File: src/rtl/block_buffer_ctrl.sv
// Single-block write-back buffer between a sector requester and the AMI memory port.
// Optional flush path enabled by defining BLOCK_BUFFER_FLUSH_EN.
module block_buffer_ctrl #(
  parameter int unsigned ADDR_W   = 64,
  parameter int unsigned SECTOR_W = 64,
  parameter int unsigned SECTORS  = 8
) (
  input  logic                         clk,
  input  logic                         rst_n,
  input  logic                         req_valid,
  output logic                         req_ready,
  input  logic                         req_is_write,
  input  logic [ADDR_W-1:0]            req_addr,
  input  logic [SECTOR_W-1:0]          req_data,
  output logic                         resp_valid,
  input  logic                         resp_ready,
  output logic [SECTOR_W-1:0]          resp_data,
  output logic                         mem_req_valid,
  input  logic                         mem_req_ready,
  output logic                         mem_req_is_write,
  output logic [ADDR_W-1:0]            mem_req_addr,
  output logic [SECTOR_W*SECTORS-1:0]  mem_req_data,
  input  logic                         mem_resp_valid,
  input  logic [SECTOR_W*SECTORS-1:0]  mem_resp_data
`ifdef BLOCK_BUFFER_FLUSH_EN
  ,
  input  logic                         flush_req,
  output logic                         flush_done
`endif
);

  localparam int unsigned BLOCK_W = SECTOR_W * SECTORS;
  localparam int unsigned OFF_LSB = $clog2(SECTOR_W / 8);
  localparam int unsigned SEL_W   = $clog2(SECTORS);
  localparam int unsigned TAG_LSB = OFF_LSB + SEL_W;
  localparam int unsigned TAG_W   = ADDR_W - TAG_LSB;

  typedef enum logic [2:0] {IDLE, WB_REQ, FILL_REQ, FILL_WAIT, SERVE, RESP} state_t;

  state_t              state, state_next;
  logic                blk_valid, dirty, flushing;
  logic [TAG_W-1:0]    tag, lat_tag, req_tag, fill_tag;
  logic [SEL_W-1:0]    lat_sel;
  logic                lat_is_write;
  logic [SECTOR_W-1:0] lat_data;
  logic [SECTOR_W-1:0] blk [SECTORS];
  logic [BLOCK_W-1:0]  blk_flat;
  logic                accept, hit, flush_go;

  assign req_tag  = req_addr[ADDR_W-1:TAG_LSB];
  assign hit      = blk_valid && (req_tag == tag);
  assign accept   = req_valid && req_ready;
  // The fill tag comes straight from the request on the accept edge
  assign fill_tag = (state == IDLE) ? req_tag : lat_tag;

`ifdef BLOCK_BUFFER_FLUSH_EN
  assign flush_go  = (state == IDLE) && !resp_valid && flush_req;
  assign req_ready = rst_n && (state == IDLE) && !resp_valid && !flush_req;
`else
  assign flush_go  = 1'b0;
  assign req_ready = rst_n && (state == IDLE) && !resp_valid;
`endif

  if (OFF_LSB > 0) begin : g_off
    logic unused_addr_bits;
    assign unused_addr_bits = ^req_addr[OFF_LSB-1:0];
  end

  always_comb begin
    blk_flat = '0;
    for (int unsigned i = 0; i < SECTORS; i++) blk_flat[i*SECTOR_W +: SECTOR_W] = blk[i];
  end

  // Next-state logic
  always_comb begin
    state_next = state;
    case (state)
      IDLE: begin
        if (flush_go) begin
          if (blk_valid && dirty) state_next = WB_REQ;
        end else if (accept) begin
          if (hit)                     state_next = SERVE;
          else if (blk_valid && dirty) state_next = WB_REQ;
          else                         state_next = FILL_REQ;
        end
      end
      WB_REQ:    if (mem_req_ready) state_next = flushing ? IDLE : FILL_REQ;
      FILL_REQ:  if (mem_req_ready) state_next = FILL_WAIT;
      FILL_WAIT: if (mem_resp_valid) state_next = SERVE;
      SERVE:     state_next = RESP;
      RESP:      if (resp_ready) state_next = IDLE;
      default:   state_next = IDLE;
    endcase
  end

  always_ff @(posedge clk or negedge rst_n) begin
    if (!rst_n) state <= IDLE;
    else        state <= state_next;
  end

  // Control state, latched request and registered outputs
  always_ff @(posedge clk or negedge rst_n) begin
    if (!rst_n) begin
      blk_valid        <= 1'b0;
      dirty            <= 1'b0;
      tag              <= '0;
      flushing         <= 1'b0;
      lat_tag          <= '0;
      lat_sel          <= '0;
      lat_is_write     <= 1'b0;
      lat_data         <= '0;
      resp_valid       <= 1'b0;
      resp_data        <= '0;
      mem_req_valid    <= 1'b0;
      mem_req_is_write <= 1'b0;
      mem_req_addr     <= '0;
      mem_req_data     <= '0;
    end else begin
      if (state == IDLE) flushing <= flush_go;
      if (accept) begin
        lat_tag      <= req_tag;
        lat_sel      <= req_addr[TAG_LSB-1:OFF_LSB];
        lat_is_write <= req_is_write;
        lat_data     <= req_data;
      end
      mem_req_valid    <= (state_next == WB_REQ) || (state_next == FILL_REQ);
      mem_req_is_write <= (state_next == WB_REQ);
      if (state_next == WB_REQ) begin
        mem_req_addr <= {tag, TAG_LSB'(0)};
        mem_req_data <= blk_flat;
      end else if (state_next == FILL_REQ) begin
        mem_req_addr <= {fill_tag, TAG_LSB'(0)};
        mem_req_data <= '0;
      end else begin
        mem_req_addr <= '0;
        mem_req_data <= '0;
      end
      if (state == WB_REQ && mem_req_ready) dirty <= 1'b0;
      if (state == FILL_WAIT && mem_resp_valid) begin
        tag       <= lat_tag;
        blk_valid <= 1'b1;
        dirty     <= 1'b0;
      end
      if (state == SERVE) begin
        resp_valid <= 1'b1;
        resp_data  <= lat_is_write ? '0 : blk[lat_sel];
        if (lat_is_write) dirty <= 1'b1;
      end
      if (state == RESP && resp_ready) resp_valid <= 1'b0;
    end
  end

  // Block storage carries no reset
  always_ff @(posedge clk) begin
    if (state == FILL_WAIT && mem_resp_valid) begin
      for (int unsigned i = 0; i < SECTORS; i++) blk[i] <= mem_resp_data[i*SECTOR_W +: SECTOR_W];
    end else if (state == SERVE && lat_is_write) begin
      blk[lat_sel] <= lat_data;
    end
  end

`ifdef BLOCK_BUFFER_FLUSH_EN
  always_ff @(posedge clk or negedge rst_n) begin
    if (!rst_n) flush_done <= 1'b0;
    else        flush_done <= (flush_go && !(blk_valid && dirty)) ||
                              (state == WB_REQ && mem_req_ready && flushing);
  end
`endif

endmodule

File: config.mk
export PLATFORM = sky130hd
export DESIGN_NAME = block_buffer_ctrl
export DESIGN_NICKNAME = d
export VERILOG_FILES = /design/src/rtl/block_buffer_ctrl.sv
export SDC_FILE = /design/constraint.sdc
export NUM_CORES = 2
export LEC_CHECK = 0
export BUFFER_PORTS_ARGS = -buffer_cell sky130_fd_sc_hd__buf_2
export CAP_MARGIN = 0
export CORE_AREA = 5 5 500 502
export DETAILED_ROUTE_END_ITERATION = 6
export DIE_AREA = 0 0 505 507
export PLACE_DENSITY_LB_ADDON = 0.15
export SYNTH_ARGS = -nofsm -noshare
export SYNTH_HDL_FRONTEND = slang
export SYNTH_SLANG_ARGS = --single-unit
File: constraint.sdc
create_clock -name clk -period 4.2 [get_ports clk]
set_input_delay 0.63 -clock clk [delete_from_list [all_inputs] [get_ports clk]]
set_output_delay 0.63 -clock clk [all_outputs]
set_load 0.01 [all_outputs]
# Word level (Yosys, flattened, before mapping)
# Memory sizes are Yosys's and may differ from the RTL's.
# Cells that the tools add are included.
dict set report op_classes {
  muxes 27
  n_reduce_logical 14
  n_eq_ne 8
}
# operator n
set ops {}
lappend ops {{512-bit 2-to-1 mux} 1}
lappend ops {{64-bit 2-to-1 mux} 4}
lappend ops {{64-bit OR reduction} 1}
lappend ops {{58-bit equality test} 1}
lappend ops {{58-bit 2-to-1 mux} 1}
lappend ops {{3-bit 2-to-1 mux} 7}
lappend ops {{3-bit case mux with 6 select lines} 1}
lappend ops {{1-bit 2-to-1 mux} 12}
lappend ops {{3-bit by 2-bit equality test with 1-bit output, second input constant} 3}
lappend ops {{1-bit logical AND} 9}
lappend ops {{3-bit by 1-bit equality test with 1-bit output, second input constant} 2}
lappend ops {{3-bit equality test, second input constant} 2}
lappend ops {{3-bit zero test} 1}
lappend ops {{2-bit 2-to-1 mux} 1}
lappend ops {{2-bit nonzero test} 1}
lappend ops {{1-bit zero test} 1}
lappend ops {{1-bit logical OR} 1}
dict set report word_totals {
  inputBits 647
  output_inout_bits 644
  regBits 832
  ramBits 512
  mem_count 1
  wordCells 64
}
# memory depth width read_ports rd_clocked_by_memory_dff wr line
set mem_list {}
lappend mem_list {blk 8 64 9 0 8 46} ;# logic [SECTOR_W-1:0] blk [SECTORS];

# Logic depth before layout (Yosys ltp)
dict set report logic_depth {
  ltp_word 9
  ltp_mapped 12
  ltp_nobuf 7
}

# Least setup slack after synthesis
# OpenSTA, ideal clock, no wires.
dict set report synth_path {
  path_type {reg-to-reg}
  from {reg state[1]}
  to {mem blk[4][0] (enable)}
  t_arrival_ns 3.415
  n_path_buf 3
  path_slack_ns 0.362
  required_time_ns 3.777
  setup_ns 0.423
  path_stages_with_launch 10
  synth_period_minus_slack_ns 3.838
  cell_sequence {dfrtp_1 > buf_2 > nand2b_1 > or2_2 > or3b_1 > nor3b_1 > buf_2 > buf_4 > inv_1 > nand2_1}
}
# element line
set synth_rtl {}
lappend synth_rtl {{start, declared} 40} ;# state_t state, state_next;
lappend synth_rtl {{start signal, assigned} 98} ;# else state <= state_next;
lappend synth_rtl {{end, declared} 46}

# Worst setup path after layout
dict set report layout_path {
  from {in req_addr[47]}
  to {reg mem_req_data[115]}
}
dict set report layout_between {
  elab_chain_cells 7
}
# element line
set layout_lines {}
lappend layout_lines {{start, declared} 13} ;# input logic [ADDR_W-1:0] req_addr,
lappend layout_lines {{58-bit equality test} 51} ;# assign hit = blk_valid && (req_tag == tag);
lappend layout_lines {{1-bit logical AND} 51}
lappend layout_lines {{3-bit 2-to-1 mux} 82} ;# if (hit) state_next = SERVE;
lappend layout_lines {{3-bit 2-to-1 mux} 81} ;# end else if (accept) begin
lappend layout_lines {{3-bit case mux with 6 select lines} 77} ;# case (state)
lappend layout_lines {{3-bit by 1-bit equality test with 1-bit output} 128} ;# if (state_next == WB_REQ) begin
lappend layout_lines {{512-bit 2-to-1 mux} 128}
lappend layout_lines {{end signal, assigned} 130} ;# mem_req_data <= blk_flat;
lappend layout_lines {{end, declared} 22} ;# output logic [SECTOR_W*SECTORS-1:0] mem_req_data,
# Every way passes these cells.
# A chain may end at the register's enable or synchronous reset.

==> impl_metrics.prom <==
# TYPE chip_impl_metric gauge
chip_impl_metric{name="cts-resized-gates",unit=""} 0
chip_impl_metric{name="power.density",unit="nW/um2"} 627
chip_impl_metric{name="drv.max_cap_violation_count",unit=""} 0
chip_impl_metric{name="finalInstanceArea",unit="um2"} 72100
chip_impl_metric{name="global_route.overflow_total",unit=""} 0
chip_impl_info{name="largest_family_of_logic_cells_by_synthesized_area",value="multiplexers"} 1
chip_impl_info{name="crit_path_start_kind",value="input pin"} 1
chip_impl_metric{name="tritoncts_num_sinks",unit=""} 1338
chip_impl_metric{name="data_required_time_at_the_worst_endpoint",unit="ns"} 4.87
chip_impl_metric{name="slew_headroom",unit=""} 0.219
chip_impl_metric{name="num_io_pins",unit=""} 1291
chip_impl_metric{name="cts_made_buffers",unit=""} 165
chip_impl_metric{name="place.port_buffers",unit=""} 1281
chip_impl_metric{name="h-tree-depth",unit=""} 4
chip_impl_metric{name="average_via_count_per_standard_cell",unit=""} 4.39
chip_impl_info{name="hp-class",value="input pin to register"} 1
chip_impl_metric{name="gp_congestion",unit=""} 0.883
chip_impl_metric{name="drtIter0Drc",unit=""} 2589
chip_impl_metric{name="synth.cell_area",unit="um2"} 54600
chip_impl_info{name="worstReg2RegEnd",value="mem_req_data[115]"} 1
chip_impl_metric{name="ys_seq_elements",unit=""} 1338
chip_impl_metric{name="clkLatencyLatePin",unit="ns"} 0.83
chip_impl_info{name="tritoncts_clock_tree",value="yes"} 1
chip_impl_metric{name="peakVddDrop",unit="mV"} 0.346
chip_impl_info{name="endpoint_kind",value="register"} 1
chip_impl_metric{name="layout-area-overhead-vs-synth",unit="%"} 32.1
chip_impl_metric{name="syn_inst",unit=""} 3674
chip_impl_metric{name="synth-edff-count",unit=""} 512
chip_impl_metric{name="final_hold_viol_count",unit=""} 0
chip_impl_info{name="ys_top_cells_by_count",value="dfrtp_1 (826), mux2_2 (570), nor2b_1 (516)"} 1
chip_impl_metric{name="transition_at_the_pin_with_the_smallest_max_transition_slack",unit="ns"} 1.17
chip_impl_metric{name="dr_total_vias",unit=""} 37345
chip_impl_metric{name="reg2regPathDepth",unit=""} 9
chip_impl_info{name="post_synth_main_area_contributors",value="dfrtp_1 (38%), edfxtp_1 (28%), mux2_2 (12%)"} 1
chip_impl_metric{name="drc",unit=""} 0
chip_impl_metric{name="p_leak",unit="nW"} 31.8
chip_impl_metric{name="fillers",unit=""} 25066
chip_impl_metric{name="grt_first_pass_wirelength",unit="mm"} 365
chip_impl_metric{name="timing.final.setup_violations",unit=""} 0
chip_impl_metric{name="switching_share",unit=""} 0.349
chip_impl_info{name="cts_root_buffer",value="clkbuf_16"} 1
chip_impl_metric{name="multiplexer_area_fraction_after_synthesis",unit=""} 0.193
chip_impl_metric{name="fmaxAchievable",unit="MHz"} 286
chip_impl_metric{name="fin_setup_tns",unit="ns"} 0
chip_impl_metric{name="bufs_on_longest_clock_path",unit=""} 3
chip_impl_info{name="critical_path.reg2reg.startpoint",value="tag[13]"} 1
chip_impl_metric{name="floorplan.initialDensity",unit=""} 0.223
chip_impl_metric{name="skew",unit="ns"} 0.0619
chip_impl_metric{name="drt-total-wl",unit="mm"} 273
chip_impl_metric{name="grt_pass1_vias",unit=""} 39850
chip_impl_metric{name="p_int",unit="W"} 0.0294
chip_impl_metric{name="final_nets",unit=""} 5753
chip_impl_metric{name="post_synth_and_or_nand_nor_area_fraction",unit=""} 0.0968
chip_impl_metric{name="synthDistinctLibCells",unit=""} 44
chip_impl_metric{name="async_reset_ff_frac",unit=""} 0.617
chip_impl_metric{name="p_sw",unit="W"} 0.0158
chip_impl_metric{name="cp_data_arrival_time",unit="ns"} 4.17
chip_impl_metric{name="area_of_the_core",unit="um2"} 245000
chip_impl_metric{name="ff_to_ff_setup_slack",unit="ns"} 0.82
chip_impl_metric{name="drt_first_pass_iters",unit=""} 7
chip_impl_info{name="postSynth.topFlopCell",value="dfrtp_1"} 1
chip_impl_metric{name="synth_top_area_share",unit=""} 0.379
chip_impl_metric{name="synthesis.area_per_instance",unit="um2"} 14.9
chip_impl_metric{name="synth_xor_area_frac",unit=""} 0.00690
chip_impl_metric{name="die_h",unit="um"} 507
chip_impl_info{name="status",value="finished clean"} 1
chip_impl_info{name="hold_endpoint",value="lat_data[37]"} 1
chip_impl_metric{name="hpwl",unit="mm"} 192
chip_impl_metric{name="sequential_cell_fraction_of_total_power",unit=""} 0.413
chip_impl_metric{name="ys_warnings",unit=""} 0
chip_impl_metric{name="post-route-min-period",unit="ns"} 3.50
chip_impl_metric{name="antenna_found_initial",unit=""} 160
chip_impl_metric{name="synth_compound_gate_area_share",unit=""} 0.0181
chip_impl_metric{name="synth-adder-area-share",unit=""} 0
chip_impl_info{name="synth_most_common_cell",value="dfrtp_1"} 1
chip_impl_metric{name="grt_max_degree",unit=""} 168
chip_impl_metric{name="timing.hold.worst_path_depth",unit=""} 3
chip_impl_metric{name="dieArea",unit="um2"} 256000
chip_impl_metric{name="slew_viol_final",unit=""} 0
chip_impl_metric{name="clkPwrFrac",unit=""} 0.321
chip_impl_metric{name="combinational_group_share_of_total_power",unit=""} 0.266
chip_impl_info{name="netlist.top_cell.by_area",value="dfrtp_1"} 1
chip_impl_metric{name="synth_seq_area_share",unit=""} 0.661
chip_impl_info{name="worstHoldStart",value="req_data[37]"} 1
chip_impl_metric{name="drive_gt1_frac",unit=""} 0.446
chip_impl_info{name="path_class",value="input pin to register"} 1
chip_impl_metric{name="routedWlPerCell",unit="um"} 32.1
chip_impl_metric{name="total_number_of_placement_rows",unit=""} 182
chip_impl_metric{name="grtUsageTotal",unit=""} 0.207
chip_impl_metric{name="fp.dieW",unit="um"} 505
chip_impl_metric{name="period_share",unit=""} 0.833
chip_impl_metric{name="cts.reportedPaths.clkPinSlew",unit="ns"} 0.07
chip_impl_metric{name="crit_fanout",unit=""} 85
chip_impl_info{name="rsz0062_at_grt",value="no"} 1
chip_impl_metric{name="placement.cell_area",unit="um2"} 65400
chip_impl_metric{name="drt.antenna.violating_nets",unit=""} 0
==> final cells by class <==
type	instances	area, um2	share of cell area
well taps	3220	4030	0.0559
inverters	66	248	0.00344
multi-input cells	2043	17400	0.241
clock buffers	252	4800	0.0666
diodes	50	125	0.00174
flip-flops and latches	1338	36100	0.500
clock inverters	54	622	0.00863
repair buffers	1492	8850	0.123
==> through the flow <==
step | utilization | hold WS, ns | total power (W) | setup slack, ns | cells
floorplan | - | 0.334 | 0.0243 | 0.362 | 3679
global placement | 0.267 | 0.457 | 0.0311 | 0.480 | 8041
detailed placement | 0.267 | 0.468 | 0.0312 | 0.375 | 8041
CTS | 0.294 | 0.000619 | 0.0460 | 0.723 | 8465
global route | 0.294 | 0.0325 | 0.0474 | 0.525 | 8487
finish | 0.294 | 0.0940 | 0.0452 | 0.703 | 8515
==> power groups by stage <==
stage                     sequential, W  clock, W  combinational, W
after floorplan                  0.0184         0           0.00598
after global placement           0.0189         0            0.0122
after detailed placement         0.0190         0            0.0122
after CTS                        0.0187    0.0149            0.0124
after global routing             0.0190    0.0154            0.0129
final                            0.0187    0.0145            0.0120
==> cells by family (layout without fill, tap and decap cells) <==
logic type | count (synthesis) | count (layout)
other cells | 1 | 56
mux | 822 | 822
compound gates | 145 | 145
buf+inv | 298 | 1864
flops | 1338 | 1338
simple gates | 1027 | 1027
xor+xnor | 43 | 43
==> timing repair <==
item | 4_1_cts | 5_1_grt
hold buffers | 118 | 0
endpoints found under the hold margin | 131 | 0
buffers inserted | 0 | 0
==> placed cells by master, fill, tap and decap left out, drive strengths merged, types with 5 or more instances in the layout <==
master / instances
edfxtp: 512
nor2: 6
nand4: 10
clkinv: 30
nand2b: 12
conb: 6
a21oi: 5
dfrtp: 826
o21ai: 68
clkbuf: 252
mux2: 570
dlygate4sd3: 118
o32ai: 58
bufinv: 8
nor2b: 516
mux4: 128
diode: 50
xnor2: 41
nand2: 458
inv: 78
buf: 1374
mux2i: 124
==> worst max path at each step <==
stage / start / to / slack, ns / depth (start not counted)
floorplan: state[1] / blk[4][0] / 0.36 / 9
global placement: req_addr[19] / mem_req_data[119] / 0.48 / 10
detailed placement: req_addr[19] / mem_req_data[44] / 0.37 / 10
CTS: req_addr[19] / mem_req_data[44] / 0.72 / 11
global route: req_addr[19] / mem_req_data[115] / 0.52 / 11
finish: req_addr[47] / mem_req_data[115] / 0.70 / 11
==> registers in the layout, indices dropped and copies added, names as in the netlist <==
signal / flops
blk: 512
mem_req_data: 512
lat_data: 64
resp_data: 64
lat_tag: 58
mem_req_addr: 58
tag: 58
lat_sel: 3
state: 3
blk_valid: 1
dirty: 1
lat_is_write: 1
mem_req_is_write: 1
mem_req_valid: 1
resp_valid: 1
==> worst max-delay path, cell delays in order <==
cell and delay [ns]:
dlygate4sd3_1 0.55, buf_2 0.15, xnor2_1 0.36, nand4_1 0.19, nor4_1 0.47, nand4_1 0.27
o2111ai_1 0.34, nor2b_4 0.31, buf_12 0.23, buf_12 0.40, nor2b_1 0.11
==> layer usage <==
| layer | wire length [um] | track usage | vias to the layer above |
|---|---|---|---|
| met3 | 21100 | 0.0651 | 461 |
| li1 | - | - | 15881 |
| met5 | 515 | 0 | - |
| met1 | 110000 | 0.253 | 19384 |
| met2 | 134000 | 0.354 | 1541 |
| met4 | 7610 | 0.0555 | 78 |
Note: power is estimated with default switching activity, not from simulation.
